--- src/rtl/axi_mul_slave_if.sv ---
// Request/response bundle between a master and the multiplier slave.
// M carries operands plus a request strobe; S carries the product halves and a done pulse.
interface axi #(
    parameter int DATA_WIDTH = 4,
    parameter int ADDR_WIDTH = 32
);
    typedef struct packed {
        logic [ADDR_WIDTH-1:0] a;
        logic [ADDR_WIDTH-1:0] b;
        logic                  c;
    } m_t;

    typedef struct packed {
        logic [DATA_WIDTH-1:0] d;
        logic [DATA_WIDTH-1:0] e;
        logic                  f;
    } s_t;

    m_t M;
    s_t S;

    modport Master (output M, input S);
    modport Slave  (input M, output S);
endinterface

--- src/rtl/axi_mul_slave.sv ---
// Queued serial shift-add multiplier behind the axi Slave modport.
// Requests without room in the FIFO are dropped and counted.
module axi_mul_slave #(
    parameter int DATA_WIDTH = 4,
    parameter int ADDR_WIDTH = 32,
    parameter int FIFO_DEPTH = 4
) (
    input  logic       clk,
    input  logic       rst_n,
    axi.Slave          bus,
    output logic       overflow,
    output logic [7:0] drop_cnt,
    output logic       busy
);
    localparam int W  = 2 * DATA_WIDTH;
    localparam int CW = $clog2(W);
    localparam int PW = $clog2(FIFO_DEPTH);
    localparam logic [PW:0] FULL = (PW + 1)'(FIFO_DEPTH);

    generate
        if (W > ADDR_WIDTH) begin : g_width_chk
            $error("axi_mul_slave: 2*DATA_WIDTH must not exceed ADDR_WIDTH");
        end
        if (FIFO_DEPTH < 2 || (FIFO_DEPTH & (FIFO_DEPTH - 1)) != 0) begin : g_depth_chk
            $error("axi_mul_slave: FIFO_DEPTH must be a power of two >= 2");
        end
    endgenerate

    typedef enum logic [1:0] {IDLE, CALC, DONE} state_t;

    state_t          state, state_nxt;
    logic [W-1:0]    mem_a [FIFO_DEPTH];
    logic [W-1:0]    mem_b [FIFO_DEPTH];
    logic [PW-1:0]   wr_ptr, rd_ptr;
    logic [PW:0]     count;
    logic [W-1:0]    op_a, op_b, acc, acc_nxt;
    logic [CW-1:0]   cnt;
    logic [DATA_WIDTH-1:0] d_q, e_q;
    logic            pop, push, drop, last;

    // A pop on the same edge frees a slot, so a full FIFO can still accept.
    assign pop  = (state == IDLE || state == DONE) && count != '0;
    assign push = bus.M.c && (count != FULL || pop);
    assign drop = bus.M.c && !push;
    assign last = cnt == CW'(W - 1);
    assign busy = state != IDLE || count != '0;

    assign acc_nxt = op_b[cnt] ? acc + (op_a << cnt) : acc;

    assign bus.S = {d_q, e_q, state == DONE};

    always_ff @(posedge clk) begin
        if (push) begin
            mem_a[wr_ptr] <= bus.M.a[W-1:0];
            mem_b[wr_ptr] <= bus.M.b[W-1:0];
        end
    end

    always_ff @(posedge clk or negedge rst_n) begin
        if (!rst_n) begin
            wr_ptr <= '0;
            rd_ptr <= '0;
            count  <= '0;
        end else begin
            if (push) wr_ptr <= wr_ptr + 1'b1;
            if (pop)  rd_ptr <= rd_ptr + 1'b1;
            unique case ({push, pop})
                2'b10:   count <= count + 1'b1;
                2'b01:   count <= count - 1'b1;
                default: count <= count;
            endcase
        end
    end

    always_ff @(posedge clk or negedge rst_n) begin
        if (!rst_n) begin
            overflow <= 1'b0;
            drop_cnt <= '0;
        end else if (drop) begin
            overflow <= 1'b1;
            if (drop_cnt != 8'hFF) drop_cnt <= drop_cnt + 1'b1;
        end
    end

    always_ff @(posedge clk or negedge rst_n) begin
        if (!rst_n) begin
            state <= IDLE;
            op_a  <= '0;
            op_b  <= '0;
            acc   <= '0;
            cnt   <= '0;
            d_q   <= '0;
            e_q   <= '0;
        end else begin
            state <= state_nxt;
            if (pop) begin
                op_a <= mem_a[rd_ptr];
                op_b <= mem_b[rd_ptr];
                acc  <= '0;
                cnt  <= '0;
            end else if (state == CALC) begin
                acc <= acc_nxt;
                cnt <= cnt + 1'b1;
            end
            if (state == CALC && last) begin
                d_q <= acc_nxt[DATA_WIDTH-1:0];
                e_q <= acc_nxt[W-1:DATA_WIDTH];
            end
        end
    end

    always_comb begin
        state_nxt = state;
        unique case (state)
            IDLE:    if (pop) state_nxt = CALC;
            CALC:    if (last) state_nxt = DONE;
            DONE:    state_nxt = pop ? CALC : IDLE;
            default: state_nxt = IDLE;
        endcase
    end
endmodule

--- src/flat_wrapper.sv ---
// flat-port wrapper written by rule: the top's interface ports become plain ports
module axi_mul_slave_flat 
#(
    parameter int DATA_WIDTH = 4,
    parameter int ADDR_WIDTH = 32,
    parameter int FIFO_DEPTH = 4
)
  (clk, rst_n, overflow, drop_cnt, busy, bus_M, bus_S);
  axi #(.DATA_WIDTH(DATA_WIDTH), .ADDR_WIDTH(ADDR_WIDTH)) bus_i ();
  input  logic clk;
  input  logic rst_n;
  output logic overflow;
  output logic [7:0] drop_cnt;
  output logic busy;
  input wire logic [$bits(bus_i.M)-1:0] bus_M;
  output wire logic [$bits(bus_i.S)-1:0] bus_S;
  assign bus_i.M = bus_M;
  assign bus_S = bus_i.S;
  axi_mul_slave #(.DATA_WIDTH(DATA_WIDTH), .ADDR_WIDTH(ADDR_WIDTH), .FIFO_DEPTH(FIFO_DEPTH)) u_core (.clk(clk), .rst_n(rst_n), .bus(bus_i), .overflow(overflow), .drop_cnt(drop_cnt), .busy(busy));
endmodule
--- config.mk ---
export PLATFORM = sky130hd
export DESIGN_NAME = axi_mul_slave_flat
export DESIGN_NICKNAME = d
export VERILOG_FILES = /design/src/rtl/axi_mul_slave_if.sv /design/src/rtl/axi_mul_slave.sv /design/src/flat_wrapper.sv
export SDC_FILE = /design/constraint.sdc
export NUM_CORES = 1
export LEC_CHECK = 0
export CORE_MARGIN = 8
export CORE_UTILIZATION = 40
export CTS_CLUSTER_SIZE = 14
export DETAILED_ROUTE_END_ITERATION = 7
export GPL_TIMING_DRIVEN = 0
export PLACE_DENSITY = 0.72
export SYNTH_ARGS = -nofsm -noshare
export SYNTH_HDL_FRONTEND = slang
export SYNTH_SLANG_ARGS = --single-unit
--- constraint.sdc ---
create_clock -name clk -period 2.4 [get_ports clk]
set_input_delay 0.48 -clock clk [delete_from_list [all_inputs] [get_ports clk]]
set_output_delay 0.48 -clock clk [all_outputs]
set_load 0.05 [all_outputs]
==> impl_results.md <==
- Worst Reg2Reg Path Length in Cells: 11
- Inserted Diodes: 0
- Fill count: 1073
- Leakage power: 2.658 nW
- Worst Setup Path Type: reg2reg
- Antenna violations before repair: 0
- Top_reg_cell synth: edfxtp_1
- Ports: 86
- Hold Slack: 0.4656 ns
- Die width: 129.5 um
- Initial core utilization: 40.83%
- Mean Syn Cell Area: 13.63 um^2
- Worst Path Required: 2.73 ns
- Slew Viols, Final: 0
- Grt peak-use layer: met2
- Crit. Startpoint: u_core.cnt[0]
- Final Setup Violations: 3
- Router iterations before antenna repair: 5
- Number of flops mapped to enable cells by yosys: 64
- Top delay family on crit path: simple AND/OR/NAND/NOR gates
- Area of the multi-input gates: 1979 um^2
- Syn Inst Count: 378
- H-tree depth: 4
- Worst skew pair latency: 0.41 ns
- Clock sink count: 117
- Failing checks: setup timing
- Pwr Total: 10.05 mW
- Num rows: 41
- Worst Path Arrival: 2.79 ns
- Met2 Use GR: 20.53%
- Largest stage delay on the critical path: 0.42 ns
- Yosys Warn Count: 0
- Cell area power density: 1516 nW/um^2
- Total congestion overflow: 0
- MaxCap Viol Count: 0
- Clock Tree Buf Depth: 2
- Synthesized flop and latch total: 117
- Area grow syn2layout: 28.70%
- Met1 Usage GRT: 15.37%
- Routed len/inst: 16.03 um
- Setup crit end: u_core.e_q[3]
- Hold path depth: 2
- Share of layout cells above drive strength 1: 23.14%
- Final net count: 529
- Die Height: 129.5 um
- Avg Vias per Cell: 5.081
- Vias: 3201
- First-pass GRT wire length: 16.49 mm
- Peak VDD IR: 809.8 uV
- Setup ws final: -0.05655 ns
- Initial DRC count: 180
- RePlAce Congestion: 0.7997
- Core ar.: 12620 um^2
- Syn nets: 462
- Crit path max fanout: 4
- Hold Path Class: reg2reg
- Die area: 16770 um^2
- Commonest non-fill, non-tap cells in the layout: nand2_1 (78), edfxtp_1 (64), dfrtp_1 (51)
- Number of cells on the critical path: 11
- Final Skew: 0.005729 ns
- Setup TNS: -0.1217 ns
- DRC violations left: 0
- HPWL Detailed: 6.334 mm
- Vias in the first global route: 3382
- CTS tree: yes
- Highest-delay cell along the critical path: dfrtp_2
- R2r endpoint: u_core.e_q[3]
- Most common cell after layout, fill and taps aside: nand2_1
- Fin crit share: 102.4%
- Status: finished, violations left
- Critical Path Source Type: register
- Minimum clock period: 2.457 ns
- Post-synth ARST share: 45.30%
- Number of CTS-inserted buffers: 17
- Worst slack at placement: -0.2728 ns
- Register area share after synthesis: 63.04%
- Post-synthesis cell type count: 47
- Fmax: 0.4071 GHz
- Routed Antenna Nets: 0
- CP cell instances: buf_4 -> mux2i_4 -> and2_4 -> a211oi_2 -> ha_1 -> nand2_2 -> nor2_4 -> a21oi_2 -> xnor2_2 -> or3_1 -> a31oi_1
- Final Hold Violating Endpoints: 0
- Reg2reg start: u_core.cnt[0]
- RSZ-0062 raised after global routing: true
- CP bufs+invs: 1
- Worst setup EP type: register
- R2R Setup Slk: -0.06 ns
- Slew @ Worst Pin: 0.8977 ns
- Clk slew on worst S/H paths: 0.05 ns
- Register Area: 3251 um^2
- Largest net degree at the start of global routing: 42
- Port Buffers: 37
- Slew margin rel.: 40.15%
- GRT met3 Usage: 4.108%
- Total GRT Usage: 12.83%
- Clk root buf: clkbuf_16
- Syn Std Cell Area: 5152 um^2
- Total Wirelength: 10.10 mm
## how the worst min path moves through the flow
stage                          to  slack [ns]      startpoint
2_1_floorplan       u_core.acc[0]        0.18           rst_n
3_3_place_gp       u_core.op_b[1]        0.45  u_core.op_b[1]
3_5_place_dp   u_core.drop_cnt[5]        0.40           rst_n
4_1_cts            u_core.op_b[1]        0.47  u_core.op_b[1]
5_1_grt            u_core.op_b[2]        0.50  u_core.op_b[2]
6_report           u_core.op_b[1]        0.47  u_core.op_b[1]
## area by class of cell
class                           instances  area share, %
Sequential cell                       117          49.02
Timing Repair Buffer                   50          7.245
Inverter                               13         0.7736
Clock inverter                         14          2.264
Multi-Input combinational cell        233          29.85
Buffer                                 13          1.132
Clock buffer                           18          6.472
Tap cell                              172          3.245
## cells by family after synthesis
kind of cell               Yosys count  synth area share, %
adders and majority gates           17                4.420
DFF                                117                63.04
buffers and inverters               28                2.428
muxes                               33                11.19
xor gates and xnor gates            19                3.375
AOI/OAI and AO/OA                   42                5.415
and+or+nand+nor                    122                10.13
## power breakdown
part           total, mW  internal [mW]  switching (mW)
Combinational       4.47           2.03            2.44
Sequential          3.12           2.75           0.372
Clock               2.46           1.53           0.923
Total               10.1           6.32            3.73
## worst reg2reg max path, stage by stage (launching register included)
cell      delay (ns)
dfrtp_2         0.42
buf_4           0.16
mux2i_4         0.20
and2_4          0.18
a211oi_2        0.17
ha_1            0.32
nand2_2         0.14
nor2_4          0.04
a21oi_2         0.16
xnor2_2         0.09
or3_1           0.32
a31oi_1         0.16
## stage by stage
| stage | util, % | std cells | cell area (um^2) |
|---|---|---|---|
| 2_1_floorplan | - | 378 | 5180 |
| 3_3_place_gp | 45.69 | 587 | 5766 |
| 3_5_place_dp | 45.81 | 588 | 5781 |
| 4_1_cts | 51.63 | 627 | 6515 |
| 5_1_grt | 52.55 | 630 | 6631 |
| 6_report | 52.55 | 630 | 6631 |
## cells in the mapped netlist, types with 4 or more instances
cell type  instances  area share [%]
nand2_1           80             5.8
edfxtp_1          64              37
dfrtp_1           53              26
mux4_2            18             7.9
ha_1              15             3.6
inv_1             12            0.87
mux2i_1           12             2.3
xnor2_1           12             2.0
nor2_1            11            0.80
a21oi_1            9            0.87
nand3_1            9            0.87
o21ai_0            9            0.87
clkbuf_1           8            0.58
xor2_1             6             1.0
o21ai_1            5            0.49
a22o_1             4            0.68
and3_1             4            0.49
buf_2              4            0.39
## flip-flops by register name, indices dropped and copies added (netlist names)
| register | cells |
|---|---|
| u_core.acc | 8 |
| u_core.cnt | 3 |
| u_core.count | 3 |
| u_core.d_q | 4 |
| u_core.drop_cnt | 8 |
| u_core.e_q | 4 |
| u_core.mem_a | 32 |
| u_core.mem_b | 32 |
| u_core.op_a | 8 |
| u_core.op_b | 8 |
| u_core.overflow | 1 |
| u_core.rd_ptr | 2 |
| u_core.state | 2 |
| u_core.wr_ptr | 2 |
## layer usage
metal / routed length, um / vias up
li1: - / 1506
met5: 0 / -
met4: 284 / 0
met1: 4374 / 1592
met2: 4944 / 78
met3: 493 / 25
## repair_timing
item | 4_1_cts | 5_1_grt
setup buffers | 8 | 3
gates resized for setup | 21 | 19
pin swaps | 8 | 8
endpoints found under the hold margin | 12 | 0
endpoints found under the setup margin | 9 | 6
hold buffers | 1 | 0
No activity file was read; power rests on OpenSTA's default activity.
